[src/rtl/game_pkg.sv]
// Shared types and constants for the fighter action scheduler: action states,
// keycode map for both players, default frame timings and a slot-match helper.
package game_pkg;

    typedef enum logic [2:0] {
        IDLE     = 3'd0,
        STARTUP  = 3'd1,
        ACTIVE   = 3'd2,
        RECOVERY = 3'd3,
        HITSTUN  = 3'd4
    } action_state_t;

    localparam logic [7:0] KEY_P1_LEFT   = 8'h04;
    localparam logic [7:0] KEY_P1_RIGHT  = 8'h07;
    localparam logic [7:0] KEY_P1_BLOCK  = 8'h16;
    localparam logic [7:0] KEY_P1_JUMP   = 8'h1A;
    localparam logic [7:0] KEY_P1_ATTACK = 8'h09;

    localparam logic [7:0] KEY_P2_LEFT   = 8'h0D;
    localparam logic [7:0] KEY_P2_RIGHT  = 8'h0F;
    localparam logic [7:0] KEY_P2_BLOCK  = 8'h0E;
    localparam logic [7:0] KEY_P2_JUMP   = 8'h0C;
    localparam logic [7:0] KEY_P2_ATTACK = 8'h0B;

    localparam int unsigned DEF_STARTUP_FRAMES  = 3;
    localparam int unsigned DEF_ACTIVE_FRAMES   = 4;
    localparam int unsigned DEF_RECOVERY_FRAMES = 8;
    localparam int unsigned DEF_HITSTUN_FRAMES  = 10;
    localparam int unsigned DEF_X_STEP          = 2;

    // An empty slot (8'h00) must never register as a key press.
    function automatic logic key_present(input logic [7:0] s0, input logic [7:0] s1,
                                         input logic [7:0] s2, input logic [7:0] s3,
                                         input logic [7:0] code);
        return (code != 8'h00) &&
               ((s0 == code) || (s1 == code) || (s2 == code) || (s3 == code));
    endfunction

endpackage

[src/rtl/player_action_fsm.sv]
// Per-player action sequencer: key edge detection, attack/hitstun timing and
// registered movement commands for one fighter.
module player_action_fsm
    import game_pkg::*;
#(
    parameter int unsigned STARTUP_FRAMES  = DEF_STARTUP_FRAMES,
    parameter int unsigned ACTIVE_FRAMES   = DEF_ACTIVE_FRAMES,
    parameter int unsigned RECOVERY_FRAMES = DEF_RECOVERY_FRAMES,
    parameter int unsigned HITSTUN_FRAMES  = DEF_HITSTUN_FRAMES,
    parameter int unsigned X_STEP          = DEF_X_STEP
) (
    input  logic       clk,
    input  logic       reset,
    input  logic       key_left,
    input  logic       key_right,
    input  logic       key_block,
    input  logic       key_jump,
    input  logic       key_attack,
    input  logic       hit,
    output logic [9:0] x_motion,
    output logic       jump,
    output logic       attack_act,
    output logic       blocking,
    output logic [2:0] state
);

    localparam logic [3:0] LD_STARTUP  = 4'(STARTUP_FRAMES - 1);
    localparam logic [3:0] LD_ACTIVE   = 4'(ACTIVE_FRAMES - 1);
    localparam logic [3:0] LD_RECOVERY = 4'(RECOVERY_FRAMES - 1);
    localparam logic [3:0] LD_HITSTUN  = 4'(HITSTUN_FRAMES - 1);
    localparam logic [9:0] STEP_POS    = 10'(X_STEP);
    localparam logic [9:0] STEP_NEG    = ~STEP_POS + 10'd1;

    action_state_t state_q, state_d;
    logic [3:0]    cnt_q, cnt_d;
    logic          prev_jump_q, prev_jump_d;
    logic          prev_attack_q, prev_attack_d;
    logic [9:0]    x_motion_q, x_motion_d;
    logic          jump_q, jump_d;
    logic          attack_act_q, attack_act_d;
    logic          blocking_q, blocking_d;
    logic          atk_edge, jmp_edge;

    always_comb begin
        atk_edge      = key_attack & ~prev_attack_q;
        jmp_edge      = key_jump & ~prev_jump_q;
        state_d       = state_q;
        cnt_d         = cnt_q;
        prev_jump_d   = key_jump;
        prev_attack_d = key_attack;
        x_motion_d    = '0;
        jump_d        = 1'b0;
        blocking_d    = 1'b0;

        case (state_q)
            // Priority chain: only the highest-ranked IDLE command takes effect.
            IDLE: begin
                if (hit && !key_block) begin
                    state_d = HITSTUN;
                    cnt_d   = LD_HITSTUN;
                end else if (atk_edge) begin
                    state_d = STARTUP;
                    cnt_d   = LD_STARTUP;
                end else if (key_block) begin
                    blocking_d = 1'b1;
                end else if (jmp_edge) begin
                    jump_d = 1'b1;
                end else if (key_left ^ key_right) begin
                    x_motion_d = key_left ? STEP_NEG : STEP_POS;
                end
            end
            STARTUP, ACTIVE, RECOVERY: begin
                if (hit) begin
                    state_d = HITSTUN;
                    cnt_d   = LD_HITSTUN;
                end else if (cnt_q != '0) begin
                    cnt_d = cnt_q - 4'd1;
                end else if (state_q == STARTUP) begin
                    state_d = ACTIVE;
                    cnt_d   = LD_ACTIVE;
                end else if (state_q == ACTIVE) begin
                    state_d = RECOVERY;
                    cnt_d   = LD_RECOVERY;
                end else begin
                    state_d = IDLE;
                end
            end
            HITSTUN: begin
                if (hit) begin
                    cnt_d = LD_HITSTUN;
                end else if (cnt_q != '0) begin
                    cnt_d = cnt_q - 4'd1;
                end else begin
                    state_d = IDLE;
                end
            end
            default: begin
                state_d = IDLE;
                cnt_d   = '0;
            end
        endcase

        attack_act_d = (state_d == ACTIVE);
    end

    always_ff @(posedge clk) begin
        if (reset) begin
            state_q       <= IDLE;
            cnt_q         <= '0;
            prev_jump_q   <= 1'b0;
            prev_attack_q <= 1'b0;
            x_motion_q    <= '0;
            jump_q        <= 1'b0;
            attack_act_q  <= 1'b0;
            blocking_q    <= 1'b0;
        end else begin
            state_q       <= state_d;
            cnt_q         <= cnt_d;
            prev_jump_q   <= prev_jump_d;
            prev_attack_q <= prev_attack_d;
            x_motion_q    <= x_motion_d;
            jump_q        <= jump_d;
            attack_act_q  <= attack_act_d;
            blocking_q    <= blocking_d;
        end
    end

    assign x_motion   = x_motion_q;
    assign jump       = jump_q;
    assign attack_act = attack_act_q;
    assign blocking   = blocking_q;
    assign state      = state_q;

endmodule

[src/rtl/player_action_sched.sv]
// Two-fighter action scheduler top: decodes the four keycode slots into
// per-player key flags and drives one action sequencer per player.
module player_action_sched
    import game_pkg::*;
#(
    parameter int unsigned STARTUP_FRAMES  = DEF_STARTUP_FRAMES,
    parameter int unsigned ACTIVE_FRAMES   = DEF_ACTIVE_FRAMES,
    parameter int unsigned RECOVERY_FRAMES = DEF_RECOVERY_FRAMES,
    parameter int unsigned HITSTUN_FRAMES  = DEF_HITSTUN_FRAMES,
    parameter int unsigned X_STEP          = DEF_X_STEP
) (
    input  logic       frame_clk,
    input  logic       Reset,
    input  logic [7:0] keycode_0,
    input  logic [7:0] keycode_1,
    input  logic [7:0] keycode_2,
    input  logic [7:0] keycode_3,
    input  logic       hit_p1,
    input  logic       hit_p2,
    output logic [9:0] p1_x_motion,
    output logic       p1_jump,
    output logic       p1_attack_act,
    output logic       p1_blocking,
    output logic [2:0] p1_state,
    output logic [9:0] p2_x_motion,
    output logic       p2_jump,
    output logic       p2_attack_act,
    output logic       p2_blocking,
    output logic [2:0] p2_state
);

    logic p1_left, p1_right, p1_block, p1_jmp, p1_atk;
    logic p2_left, p2_right, p2_block, p2_jmp, p2_atk;

    assign p1_left  = key_present(keycode_0, keycode_1, keycode_2, keycode_3, KEY_P1_LEFT);
    assign p1_right = key_present(keycode_0, keycode_1, keycode_2, keycode_3, KEY_P1_RIGHT);
    assign p1_block = key_present(keycode_0, keycode_1, keycode_2, keycode_3, KEY_P1_BLOCK);
    assign p1_jmp   = key_present(keycode_0, keycode_1, keycode_2, keycode_3, KEY_P1_JUMP);
    assign p1_atk   = key_present(keycode_0, keycode_1, keycode_2, keycode_3, KEY_P1_ATTACK);

    assign p2_left  = key_present(keycode_0, keycode_1, keycode_2, keycode_3, KEY_P2_LEFT);
    assign p2_right = key_present(keycode_0, keycode_1, keycode_2, keycode_3, KEY_P2_RIGHT);
    assign p2_block = key_present(keycode_0, keycode_1, keycode_2, keycode_3, KEY_P2_BLOCK);
    assign p2_jmp   = key_present(keycode_0, keycode_1, keycode_2, keycode_3, KEY_P2_JUMP);
    assign p2_atk   = key_present(keycode_0, keycode_1, keycode_2, keycode_3, KEY_P2_ATTACK);

    player_action_fsm #(
        .STARTUP_FRAMES (STARTUP_FRAMES),
        .ACTIVE_FRAMES  (ACTIVE_FRAMES),
        .RECOVERY_FRAMES(RECOVERY_FRAMES),
        .HITSTUN_FRAMES (HITSTUN_FRAMES),
        .X_STEP         (X_STEP)
    ) u_p1 (
        .clk       (frame_clk),
        .reset     (Reset),
        .key_left  (p1_left),
        .key_right (p1_right),
        .key_block (p1_block),
        .key_jump  (p1_jmp),
        .key_attack(p1_atk),
        .hit       (hit_p1),
        .x_motion  (p1_x_motion),
        .jump      (p1_jump),
        .attack_act(p1_attack_act),
        .blocking  (p1_blocking),
        .state     (p1_state)
    );

    player_action_fsm #(
        .STARTUP_FRAMES (STARTUP_FRAMES),
        .ACTIVE_FRAMES  (ACTIVE_FRAMES),
        .RECOVERY_FRAMES(RECOVERY_FRAMES),
        .HITSTUN_FRAMES (HITSTUN_FRAMES),
        .X_STEP         (X_STEP)
    ) u_p2 (
        .clk       (frame_clk),
        .reset     (Reset),
        .key_left  (p2_left),
        .key_right (p2_right),
        .key_block (p2_block),
        .key_jump  (p2_jmp),
        .key_attack(p2_atk),
        .hit       (hit_p2),
        .x_motion  (p2_x_motion),
        .jump      (p2_jump),
        .attack_act(p2_attack_act),
        .blocking  (p2_blocking),
        .state     (p2_state)
    );

endmodule

[config.mk]
export PLATFORM = sky130hd
export DESIGN_NAME = player_action_sched
export DESIGN_NICKNAME = d
export VERILOG_FILES = /design/src/rtl/game_pkg.sv /design/src/rtl/player_action_fsm.sv /design/src/rtl/player_action_sched.sv
export SDC_FILE = /design/constraint.sdc
export NUM_CORES = 1
export LEC_CHECK = 0
export ABC_AREA = 1
export CORE_MARGIN = 4
export CORE_UTILIZATION = 45
export DETAILED_ROUTE_END_ITERATION = 12
export PLACE_DENSITY = 0.76
export SLEW_MARGIN = 20
export SYNTH_ARGS = -nofsm -noshare
export SYNTH_HDL_FRONTEND = slang
export SYNTH_HIERARCHICAL = 1
export SYNTH_SLANG_ARGS = --single-unit
[constraint.sdc]
create_clock -name frame_clk -period 2.54 [get_ports frame_clk]
set_clock_uncertainty 0.15 [all_clocks]
set_input_delay 0.762 -clock frame_clk [delete_from_list [all_inputs] [get_ports frame_clk]]
set_output_delay 0.762 -clock frame_clk [all_outputs]
set_load 0.02 [all_outputs]
# == Yosys cells after proc, flatten, opt, wreduce, memory -nomap -nowiden ==
# Index checks and enable logic that the tools add are counted.
# word_totals
reg_bits,44
inputBits,36
output_inout_bits,32
elab_cells,178
# classes
addsub,2
eq_ne,56
n_mux,42
bitwise_logic,14
n_reduce_logical,48
# op_table
operator,n
$eq A8 B4 Y1 const B,24
$eq A8 B3 Y1 const B,8
$eq A8 B5 Y1 const B,8
$mux W4,16
$mux W3,14
$logic_or A1 B1 Y1,30
$pmux W4 S3,2
$mux W10,2
$eq A3 B2 Y1 const B,6
$pmux W3 S3,2
$reduce_or A7 Y1,2
$ne A5 B2 Y1 const B,2
$reduce_or A5 Y1,2
$not A1 Y1,8
$reduce_bool A4 Y1,2
$reduce_or A4 Y1,2
$sub A4 B1 Y4 const B,2
$eq A3 B1 Y1 const B,2
$eq A3 B3 Y1 const B,2
$logic_not A3 Y1,2
$ne A3 B1 Y1 const B,2
$ne A3 B2 Y1 const B,2
$reduce_and A3 Y1,2
$reduce_or A3 Y1,2
6 further kinds,16

# == Longest topological paths before layout ==
# logic_depth
depth_word,9
ltp_mapped,16
depth_no_buf,16

# == Modules after synthesis ==
# Netlist, hierarchy kept.
# modules_own_cells
module,instances,cells_per_inst,area_each_um2,seq_area_each_um2
player_action_fsm at u_p2,1,127,844.6,280.3
player_action_fsm at u_p1,1,121,820.8,280.3
player_action_sched,1,185,745.7,0.0

# == Worst setup path after synthesis ==
# No wires, ideal clock.
# synth_path
kind,input to register
from,input port keycode_1[7]
to,register u_p2.cnt_q[1]
setup_ns,0.071
arrival_ns,1.904
t_required_ns,2.319
setup_slack_ns,0.415
stages,12
n_path_buf,0
cell_sequence,nor2_1 -> nand2_2 -> nor2_1 -> nor2_1 -> nand2_1 -> inv_1 -> or2_1 -> nand2_1 -> nor2_4 -> a21oi_2 -> nand2_1 -> a21oi_1
# synth_via
elab_cells_between_ends,15
cone_classes,eq/ne (3); mux (2); bitwise (1); reduce/logical (9)
# synth_lines
element,line_no,text
"start, declared",player_action_sched.sv:15,"input logic [7:0] keycode_1,"
$eq A8 B4 Y1,game_pkg.sv:36,((s0 == code) || (s1 == code) || (s2 == code) || (s3 == code));
$logic_or A1 B1 Y1 (3 in a row),game_pkg.sv:36,
named net p2_atk,player_action_sched.sv:33,"logic p2_left, p2_right, p2_block, p2_jmp, p2_atk;"
$and A1 B1 Y1,player_action_fsm.sv:45,atk_edge = key_attack & ~prev_attack_q;
$ne A3 B1 Y1 (no source line),-,
$reduce_and A3 Y1 (no source line),-,
"end signal, assigned",player_action_fsm.sv:118,cnt_q <= cnt_d;
"end, declared",player_action_fsm.sv:35,"logic [3:0] cnt_q, cnt_d;"
# The timed path passes the listed nets, and every way through them passes these cells.
# A chain may end at the register's enable or synchronous reset.

# == Worst setup path after layout ==
# layout_path
from,input port keycode_3[3]
to,register u_p2.cnt_q[3]
# layout_via
elab_cells_between_ends,11
cone_classes,eq/ne (3); mux (2); bitwise (1); reduce/logical (5)
# layout_lines
element,line_no,text
"start, declared",player_action_sched.sv:17,"input logic [7:0] keycode_3,"
$eq A8 B4 Y1,game_pkg.sv:36,
$logic_or A1 B1 Y1,game_pkg.sv:36,
named net p2_atk,player_action_sched.sv:33,
$and A1 B1 Y1,player_action_fsm.sv:45,
$ne A3 B1 Y1 (no source line),-,
$reduce_and A3 Y1 (no source line),-,
# The timed path passes the listed nets, and every way through them passes these cells.

==> flow_summary.yaml <==
outcome:
  status: "finished, final reports clean"
die:
  die_h_um: 81.2
  fp-row-count: 26
  io_pins: 68
  die_area_um2: 6590
  coreArea_um2: 5140
  initial_core_util_pct: 46.9
  die_w_um: 81.2
power_and_ir_drop:
  leakage_uw: 0.00162
  power_density_nw_per_um2: 335
  finalPower_uw: 1140
  ir_drop_mv: 0.190
final_layout:
  area_growth_syn_to_layout_pct: 41.2
  fin_cells: 589
  n_antenna_cell: 0
  drive_above_1_share_pct: 20.4
  fin_nets: 560
  fill_cells: 491
global_route:
  grt_pass1_vias: 2380
  gr-total-overflow: 0
  grt_pass1_wl_um: 9580
  grt_use_total_pct: 17.8
  antenna_found_initial: 0
  grt_max_degree: 16
place:
  dp.cells: 585
  portBuffers: 65
  dp_hpwl_um: 5030
  gp_congestion: 0.894
logic_synthesis:
  synthArstFlopShare_pct: 0
  synth_area_um2: 2410
  synth.most_common_cell: "nand2_1"
  synth_cell_type_count: 33
  synthDominantCellAreaShare_pct: 23.2
  syn_avg_cell_area_um2: 5.57
  ys.flop_type: "dfxtp_1"
  synth_top_area_cell: "dfxtp_1"
  syn_inst: 433
  syn_nets: 473
  synth_enable_flop_cells: 0
  ys_warn_count: 6
  synth-seq-area-share_pct: 23.2
  synth_seq_cells: 28
  synthTopCellsByCount: "nand2_1 (124), nor2_1 (94), inv_1 (46), dfxtp_1 (28), inv_2 (25)"
  synth.area.top_cells: "dfxtp_1 (23%), nand2_1 (19%), nor2_1 (15%)"
worst_setup_path:
  worstSetupPathType: "input pin to flop"
  crit_path_end_kind: "flop"
  worstPathRequired_ns: 2.61
  crit_fanout: 4
  startpoint_type: "input pin"
  arrival_ns: 2.47
clock_tree:
  cts_resized: 0
  clock_sinks: 28
  clock_path_buffers: 2
  post_cts_buffers: 0
  ctsRootBufferMaster: "clkbuf_8"
  cts_tree: "built"
  cts_made_buffers: 3
  cts.clk_slew.worst_paths_ns: 0.10
  htree_num_levels: 1
  ctsHoldBuffers: 0
  clock_latency_ns: 0.27
timing:
  finalSetupViolations: 0
  hold_viol: 0
  fmax_mhz: 416
  fin_crit_sh_pct: 94.6
  rsz0062_at_grt: "no"
  timing.hold.ws_ns: 0.277
  slew_violations: 0
  fin_crit_ns: 2.40
route:
  dr.first_iter.drc_count: 94
  postRouteAntennaNets: 0
  viasPerCell: 4.56
  routed_wl_um: 5910
  dr_total_vias: 2687
  drc_errors: 0
  post_drt_wl_per_cell_um: 10.0
  drtPass1Iterations: 4
job:
  cap_violations: 0
hold_path:
  hold_class: "flop to flop"
layout make-up:
type | count | area (µm²) | share of cell area, %
clock buffers | 4 | 55.1 | 1.62
inverters | 71 | 267 | 7.83
multi-input cells | 316 | 1490 | 43.8
flip-flops and latches | 28 | 561 | 16.5
well taps | 70 | 87.6 | 2.57
repair buffers | 100 | 943 | 27.7
power by group:
part / total, µW / switching [µW] / internal [µW]
clock: 274 / 135 / 139
sequential: 474 / 18.5 / 456
combinational: 392 / 220 / 172
cells by family after synthesis:
logic type,synth area share (%)
other,0.311
AND/OR/NAND/NOR,51.2
XOR/XNOR,0.363
adder cells (fa/ha/maj),2.08
buffers and inverters,16.3
AO/OA/AOI/OAI,6.49
flip-flops,23.2
through the flow:
step / utilization [%] / setup TNS, ns / setup slack [ns] / cell area, µm²
2_1_floorplan: - / 0 / 0.415 / 2410
3_3_place_gp: 63.9 / -1.31 / -0.154 / 3280
3_5_place_dp: 63.9 / -2.12 / -0.216 / 3280
4_1_cts: 65.0 / 0 / 0.0732 / 3340
5_1_grt: 66.2 / 0 / 0.00814 / 3400
6_report: 66.2 / 0 / 0.138 / 3400
worst max-delay path, cell delays in order:
cell and delay [ns]:
clkdlybuf4s50_1 0.47, inv_1 0.05, nor2_2 0.13, nand2_1 0.07, nor2_1 0.10, nor2_1 0.06, nand2_1 0.06, inv_1 0.04
or2_1 0.23, nand2_2 0.08, nor2_4 0.05, a21oi_4 0.14, nand2_1 0.10, a21oi_2 0.12
per-layer routing:
metal / GRT usage, % / wire, µm / up-vias
met4: 5.74 / 77 / 0
met2: 32.3 / 2940 / 52
li1: - / - / 1460
met5: 0 / 0 / -
met3: 1.44 / 186 / 6
met1: 22.2 / 2710 / 1169
flip-flops by register name, indices dropped and copies added (netlist names):
signal,count
u_p2/state,3
u_p1/attack_act,1
u_p2/cnt_q,4
u_p2/blocking,1
u_p2/x_motion,2
u_p1/x_motion,2
u_p2/prev_attack_q,1
u_p2/jump,1
u_p1/cnt_q,4
u_p1/jump,1
u_p2/prev_jump_q,1
u_p1/state,3
u_p1/prev_jump_q,1
u_p2/attack_act,1
u_p1/blocking,1
u_p1/prev_attack_q,1
worst paths after layout:
check / start / to / slack (ns) / depth (start not counted)
worst min register to register: u_p1/prev_jump_q / u_p1/jump / 0.28 / 1
worst min-delay path: u_p1/prev_jump_q / u_p1/jump / 0.28 / 1
worst max register to register: u_p2/cnt_q[0] / u_p2/state[0] / 0.93 / 9
worst max-delay path: keycode_3[3] / u_p2/cnt_q[3] / 0.14 / 14
placed cells by master, fill, tap and decap left out, types with 5 or more instances in the layout:
master and instances:
inv_2 25, nand2_2 10, a21oi_1 8, nor2_2 17, inv_1 46, clkdlybuf4s50_1 53
nor2_1 92, dfxtp_1 28, nor3_1 5, buf_4 35, nand2_1 122, dlymetal6s2s_1 12
nand3_1 20, nor2_4 5
Note: power is estimated with default switching activity, not from simulation.
